## config.mk

```make
export PLATFORM = sky130hd
export DESIGN_NAME = matmux_seq
export DESIGN_NICKNAME = d
export VERILOG_FILES = /design/src/rtl/matmux_seq.sv
export SDC_FILE = /design/constraint.sdc
export NUM_CORES = 2
export LEC_CHECK = 0
export CORE_ASPECT_RATIO = 0.6
export CORE_UTILIZATION = 58
export CTS_CLUSTER_DIAMETER = 120
export DETAILED_ROUTE_END_ITERATION = 7
export PLACE_DENSITY = 0.75
export SYNTH_ARGS = -nofsm -noshare
export SYNTH_HDL_FRONTEND = slang
export SYNTH_SLANG_ARGS = --single-unit
```

## constraint.sdc

```tcl
create_clock -name clk -period 15.3 [get_ports clk]
set_clock_uncertainty 0.15 [all_clocks]
set_input_delay 2.295 -clock clk [delete_from_list [all_inputs] [get_ports clk]]
set_output_delay 2.295 -clock clk [all_outputs]
set_load 0.1 [all_outputs]
```

## src/rtl/matmux_seq.sv

```systemverilog
// Time-multiplexed affine matrix-vector sequencer: result[j] = b[j] + sum_i matrix[i][j]*vector[i] on one shared MAC.
// Define MATMUX_SEQ_SAT_EN to saturate each result to W bits instead of wrapping.
module matmux_seq #(
  parameter int W     = 32,
  parameter int N_IN  = 3,
  parameter int N_OUT = 5
) (
  input  logic                     clk,
  input  logic                     rst_n,
  input  logic                     in_valid,
  output logic                     in_ready,
  input  logic signed [W-1:0]      in_data,
  input  logic                     reuse_w,
  output logic                     out_valid,
  input  logic                     out_ready,
  output logic signed [W-1:0]      out_data,
  output logic [$clog2(N_OUT)-1:0] out_idx,
  output logic                     out_last,
  output logic                     busy
);
  localparam int IW = (N_IN > 1) ? $clog2(N_IN) : 1;
  localparam int JW = (N_OUT > 1) ? $clog2(N_OUT) : 1;
  localparam int PW = 2 * W;
  localparam int AW = 2 * W + $clog2(N_IN + 1);
  localparam logic [IW-1:0] I_LAST = IW'(N_IN - 1);
  localparam logic [JW-1:0] J_LAST = JW'(N_OUT - 1);

  localparam logic [2:0] S_LOAD_W = 3'd0;
  localparam logic [2:0] S_LOAD_V = 3'd1;
  localparam logic [2:0] S_LOAD_B = 3'd2;
  localparam logic [2:0] S_CALC   = 3'd3;
  localparam logic [2:0] S_OUT    = 3'd4;

  logic [2:0]    state_q, state_d;
  logic [IW-1:0] i_q, i_d;
  logic [JW-1:0] j_q, j_d;
  logic [JW-1:0] oidx_q, oidx_d;
  logic          wvalid_q, wvalid_d;
  logic          in_ready_q, out_valid_q, busy_q;
  logic          in_acc, out_acc;

  logic signed [W-1:0]  m_q [N_IN][N_OUT];
  logic signed [W-1:0]  v_q [N_IN];
  logic signed [W-1:0]  b_q [N_OUT];
  logic signed [W-1:0]  res_q [N_OUT];
  logic signed [AW-1:0] acc_q, acc_d;
  logic signed [PW-1:0] prod;

  function automatic logic signed [W-1:0] fmt_result(input logic signed [AW-1:0] a);
`ifdef MATMUX_SEQ_SAT_EN
    logic signed [AW-1:0] hi, lo;
    hi = AW'({1'b0, {(W-1){1'b1}}});
    lo = ~hi;
    if (a > hi)      fmt_result = hi[W-1:0];
    else if (a < lo) fmt_result = lo[W-1:0];
    else             fmt_result = a[W-1:0];
`else
    fmt_result = W'(a);
`endif
  endfunction

  assign in_acc = in_valid && in_ready_q;
  assign out_acc = out_valid_q && out_ready;

  always_comb begin
    state_d  = state_q;
    i_d      = i_q;
    j_d      = j_q;
    oidx_d   = oidx_q;
    wvalid_d = wvalid_q;
    case (state_q)
      // Matrix arrives row-major: j inner, i outer.
      S_LOAD_W: if (in_acc) begin
        if (j_q == J_LAST) begin
          j_d = '0;
          if (i_q == I_LAST) begin
            i_d      = '0;
            state_d  = S_LOAD_V;
            wvalid_d = 1'b1;
          end else i_d = i_q + 1'b1;
        end else j_d = j_q + 1'b1;
      end
      S_LOAD_V: if (in_acc) begin
        if (i_q == I_LAST) begin
          i_d     = '0;
          state_d = S_LOAD_B;
        end else i_d = i_q + 1'b1;
      end
      S_LOAD_B: if (in_acc) begin
        if (j_q == J_LAST) begin
          j_d     = '0;
          state_d = S_CALC;
        end else j_d = j_q + 1'b1;
      end
      // Compute walks j outer, i inner, one MAC per cycle.
      S_CALC: begin
        if (i_q == I_LAST) begin
          i_d = '0;
          if (j_q == J_LAST) begin
            j_d     = '0;
            state_d = S_OUT;
          end else j_d = j_q + 1'b1;
        end else i_d = i_q + 1'b1;
      end
      S_OUT: if (out_acc) begin
        if (oidx_q == J_LAST) begin
          oidx_d  = '0;
          state_d = (reuse_w && wvalid_q) ? S_LOAD_V : S_LOAD_W;
        end else oidx_d = oidx_q + 1'b1;
      end
      default: state_d = S_LOAD_W;
    endcase
  end

  // Stage boundary: control registers; status outputs follow the next state.
  always_ff @(posedge clk) begin
    if (!rst_n) begin
      state_q     <= S_LOAD_W;
      i_q         <= '0;
      j_q         <= '0;
      oidx_q      <= '0;
      wvalid_q    <= 1'b0;
      in_ready_q  <= 1'b0;
      out_valid_q <= 1'b0;
      busy_q      <= 1'b0;
    end else begin
      state_q     <= state_d;
      i_q         <= i_d;
      j_q         <= j_d;
      oidx_q      <= oidx_d;
      wvalid_q    <= wvalid_d;
      in_ready_q  <= (state_d == S_LOAD_W) || (state_d == S_LOAD_V) || (state_d == S_LOAD_B);
      out_valid_q <= (state_d == S_OUT);
      busy_q      <= (state_d == S_CALC) || (state_d == S_OUT);
    end
  end

  assign prod  = PW'(m_q[i_q][j_q]) * PW'(v_q[i_q]);
  assign acc_d = ((i_q == '0) ? AW'(b_q[j_q]) : acc_q) + AW'(prod);

  // Stage boundary: operand storage, accumulator and result buffer (no reset).
  always_ff @(posedge clk) begin
    if (in_acc) begin
      case (state_q)
        S_LOAD_W: m_q[i_q][j_q] <= in_data;
        S_LOAD_V: v_q[i_q]      <= in_data;
        S_LOAD_B: b_q[j_q]      <= in_data;
        default: ;
      endcase
    end
    if (state_q == S_CALC) begin
      acc_q <= acc_d;
      if (i_q == I_LAST) res_q[j_q] <= fmt_result(acc_d);
    end
  end

  assign in_ready  = in_ready_q;
  assign out_valid = out_valid_q;
  assign out_data  = out_valid_q ? res_q[oidx_q] : '0;
  assign out_idx   = oidx_q;
  assign out_last  = out_valid_q && (oidx_q == J_LAST);
  assign busy      = busy_q;
endmodule
```

# Word-level counts from Yosys, hierarchy flattened
# Memories as Yosys holds them, arrays and structs flattened. A register that Yosys moved wholly into a read port is not among the register bits.
# Cells that the tools add are included.
# totals
out_inout_bits,39
word_cells,105
mem_bits_rw,896
n_memories,4
regBits,81
# memory_table
name,words,width,read_ports,rd_clocked_by_memory_dff,write_ports,line_no,text
m_q,3,160,1,1,1,42,logic signed [W-1:0] m_q [N_IN][N_OUT];
b_q,5,32,1,1,1,44,logic signed [W-1:0] b_q [N_OUT];
res_q,5,32,1,1,1,45,logic signed [W-1:0] res_q [N_OUT];
v_q,3,32,1,1,1,43,logic signed [W-1:0] v_q [N_IN];
# op_classes
mux,50
n_addsub,4
reduce_logical,18
mul,1
n_eq_ne,16
order_cmp,2
bitwise,1
# op_table
op,n
2-to-1 mux 160 bit,1
2-to-1 mux 32 bit,4
binary-select mux 32 bit (select 3 bit),1
demux 32 bit (select 3 bit),1
adder 66 x 64 -> 66 bit,1
2-to-1 mux 66 bit,1
multiplier 32 x 32 -> 64 bit,1
2-to-1 mux 3 bit,19
2-to-1 mux 2 bit,8
one-hot mux 3 bit (5 select lines),1
== test 3 x 2 -> 1 bit (second input constant),4
== test 3 bit (second input constant),4
2-to-1 mux 1 bit,12
AND reduction 4 bit,2
adder 3 x 1 -> 3 bit (second input constant),2
== test 3 x 1 -> 1 bit (second input constant),2
zero test 3 bit,2
!= test 2 bit (second input constant),3
one-hot mux 2 bit (3 select lines),1
one-hot mux 3 bit (2 select lines),1
logical AND 1 bit,5
>= comparator 4 bit (second input constant),1
less-than comparator 4 x 1 -> 1 bit (second input constant),1
!= test 2 x 1 -> 1 bit (second input constant),2
other kinds (10),12

# Logic depth before layout (Yosys ltp)
# depth
ltp_word,8
depth_mapped,37

# Worst setup path after synthesis
# OpenSTA, ideal clock, no wires.
# synth_timing
kind,register -> register
start,reg with a tool-made name
end,reg acc_q[31] (data pin)
stages_incl_launch_ff,32
slack_ps,6236
arrival_time_ps,8634
setup_ps,280
cell_sequence,dfxtp_1 > buf_2 > buf_2 > buf_2 > buf_2 > buf_1 > buf_2 > buf_1 > clkbuf_1 > o21a_1 > nor2_1 > fa_1 > fa_1 > fa_1 > inv_1 > fa_1 > fa_1 > fa_1 > inv_1 > fa_1 > inv_1 > fa_1 > xnor2_1 > xnor2_1 > xnor2_1 > xnor3_1 > xnor2_1 > xnor2_1 > xnor3_1 > xnor3_1 > xnor3_1 > xor2_1
# synth_rtl
element,line_no,text
"end signal, assigned",152,acc_q <= acc_d;
"end, declared",46,"logic signed [AW-1:0] acc_q, acc_d;"

# Worst setup path in the final report
# layout_timing
start,reg j_q[1]
end,reg acc_q[31] (data pin)
# layout_between
elab_chain_cells,6
# layout_rtl
element,line_no,text
"start, declared",36,"logic [JW-1:0] j_q, j_d;"
"start signal, assigned",129,j_q <= j_d;
NOT 3 -> 4 bit (not written as such),138,assign prod = PW'(m_q[i_q][j_q]) * PW'(v_q[i_q]);
binary-select mux 32 bit (select 3 bit),138,
2-to-1 mux 32 bit (not written as such) (2 in series),138,
multiplier 32 x 32 -> 64 bit,138,
adder 66 x 64 -> 66 bit,139,assign acc_d = ((i_q == '0) ? AW'(b_q[j_q]) : acc_q) + AW'(prod);
named net acc_d[31],46,
# The timed path passes the listed nets, and every way through them passes these cells. The select of a mux whose other input is x is not followed.
# A chain may end at the register's enable or synchronous reset.

==> run_results.csv <==
group,metric,value,unit
detailed_routing,viasPerCell,6.13,
clock_network,max-clock-path-buffers,3,
clock_network,numCtsBuffers,85,
setup_path,critPathMaxStageDelay,990,ps
placement,gp_congestion,0.952,
synthesis,ys_top_cells_by_area,"edfxtp_1 (52%), fa_1 (16%), mux4_2 (4.2%)",
setup_path,worstPathRequired,15530,ps
placement,hpwl,97900,um
floorplanning,die_w,394,um
clock_network,clk_latency,700,ps
clock_network,cts_tree,"done",
clock_network,cts_setup_buffers,0,
layout,seq_area,28300,um^2
min_path,hold_class,"reg -> reg",
setup_path,path_class,"reg -> reg",
synthesis,synthesis.area,53400,um^2
setup_path,cp_max_fo,38,
sta,tightest_slew,1340,ps
detailed_routing,wl_per_cell,27.7,um
detailed_routing,drt-total-wl,144000,um
global_route,grt_overflow,0,
synthesis,synth-simple-area-share,7.03,%
setup_path,critPathArrivalTime,11600,ps
clock_network,post_cts_resized,0,
synthesis,syn_inst,3850,
floorplanning,die_h,237,um
synthesis,synth.net_count,4480,
clock_network,clk_pin_slew,60,ps
floorplanning,start_util,59.0,%
synthesis,synth_xor_area_share,1.51,%
clock_network,hold_buffers,0,
flow_run,maxCapViolations,0,
synthesis,synth_ff_type,"edfxtp_1",
global_route,grtUsageTotal,32.0,%
synthesis,ys_ff_latch,951,
setup_path,cp_slowest_cell,"or4_1",
sta,hold_violations,0,
detailed_routing,remaining_drc_errors,0,
sta,slew_viol_final,0,
sta,fmax,88.0,MHz
global_route,antenna_found_initial,4,
synthesis,synth_mux_area_share,8.74,%
floorplanning,ioPinCount,76,
layout,mostFrequentLayoutCell,"edfxtp_1",
clock_network,cts_max_level,3,
sta,finalSetupViolations,0,
global_route,grt_pass1_wl,214000,um
floorplanning,core_area,90500,um^2
floorplanning,rows,85,
floorplanning,die_area,93400,um^2
layout,area_delta_synth_final,9.50,%
sta,rsz0062_at_grt,"no",
sta,hold_slack,372,ps
detailed_routing,first_iter_violations,3959,
layout,num-fill-cells,6481,
clock_network,root_buffer,"clkbuf_16",
layout,multi_input_area,22500,um^2
synthesis,yosysUniqueCellTypes,87,
layout,layout_common_cells,"edfxtp_1 (928), inv_1 (530), fa_1 (438), nor2_1 (370), nand2_1 (240)",
detailed_routing,ant_nets,0,
global_route,grt_max_degree,92,
synthesis,synth_compound_area_share,4.25,%
synthesis,synth_top_family_by_area,"adder cells",
layout,nets,4558,
setup_path,path_common_cell,"fa_1",
placement,portBuffers,75,
synthesis,ys_seq_area_share,53.0,%
setup_path,endpoint_kind,"flip-flop",
synthesis,avgSynthCellArea,13.9,um^2
clock_network,cts.sinks,951,
synthesis,synthArstFlopShare,0,%
sta,period_minus_slack,11370,ps
synthesis,synth_edf_count,928,
synthesis,yosysWarnings,0,
setup_path,r2r_setup_slack,3930,ps
synthesis,netlist.area_leader.share,52.2,%
synthesis,synthAdderAreaFrac,20.0,%
setup_path,start_kind,"flip-flop",
sta,slew-limit-headroom,10.4,%
detailed_routing,vias,32000,
synthesis,yosysTopAreaCell,"edfxtp_1",
detailed_routing,firstDrtPassIters,6,
sta,post-route-period-util,74.3,%
sta,setup_tns,0,ps
global_route,grt_pass1_vias,32000,
layout,drive_above_1_share,10.4,%
outcome,status,"finished, final reports clean",
stage by stage:
| stage | utilization [%] | setup slack [ps] | area [um^2] | cells |
|---|---|---|---|---|
| floorplan | - | 6240 | 53400 | 3850 |
| global placement | 61.6 | 4530 | 55800 | 5059 |
| detailed placement | 61.6 | 4290 | 55800 | 5059 |
| CTS | 64.6 | 4180 | 58500 | 5212 |
| global route | 64.6 | 3690 | 58500 | 5212 |
| finish | 64.6 | 3930 | 58500 | 5213 |
sequential cells by signal (all words and copies together) (netlist names), named ones only:
register,count
state_q,3
in_ready,1
out_valid,1
wvalid_q,1
m_q,480
i_q,2
v_q,96
res_q,160
b_q,160
acc_q,32
j_q,3
out_idx,3
busy,1
synthesized netlist by cell type (25+ instances only):
library cell and n:
o21a_1 25, nor2b_1 46, buf_2 27, mux4_2 100
o21ai_0 61, edfxtp_1 928, o22ai_1 35, inv_1 530
mux2i_1 218, nand2_1 240, xnor2_1 64, ha_1 155
fa_1 438, nor2_1 398, nand2b_1 53, clkbuf_1 88
a21oi_1 77
routing by layer:
metal | wire length, um | GRT usage, %
met4 | 3330 | 7.83
met3 | 23300 | 13.7
met5 | 13 | 0
met2 | 57500 | 42.7
met1 | 60200 | 48.2
logic make-up (layout without fill, tap and decap cells):
group,Yosys count,in the layout
AO/OA/AOI/OAI,333,333
XOR/XNOR,81,81
adder cells (fa/ha/maj),593,593
buffers and inverters,700,844
flip-flops,951,951
multiplexers,339,339
other,0,1
AND/OR/NAND/NOR,853,853
path summary, 6_finish.rpt:
check | from | end | cells after the start
hold / removal | wvalid_q | wvalid_q | 2
setup reg to reg | j_q[1] | acc_q[31] | 31
hold reg to reg | wvalid_q | wvalid_q | 2
setup / recovery | j_q[1] | acc_q[31] | 31
worst max-delay path: cells and delay by family, from the launching register on:
family | cells | cell delay, ps
DFF | 1 | 310
and+or+nand+nor | 7 | 2610
xor gates and xnor gates | 1 | 550
AOI/OAI and AO/OA | 7 | 1770
adders and majority gates | 9 | 3940
buffers and inverters | 7 | 1590
area by class of cell:
| type | count | share of cell area, % |
|---|---|---|
| inverters | 531 | 3.41 |
| flip-flops and latches | 951 | 48.4 |
| multi-input cells | 2199 | 38.5 |
| diodes | 1 | 0.00428 |
| well taps | 1218 | 2.60 |
| repair buffers | 160 | 2.40 |
| clock buffers | 100 | 3.80 |
| clock inverters | 53 | 0.866 |
Power is not shown: default switching activity piles up to over one toggle a cycle in this logic, so the estimate is an artifact.
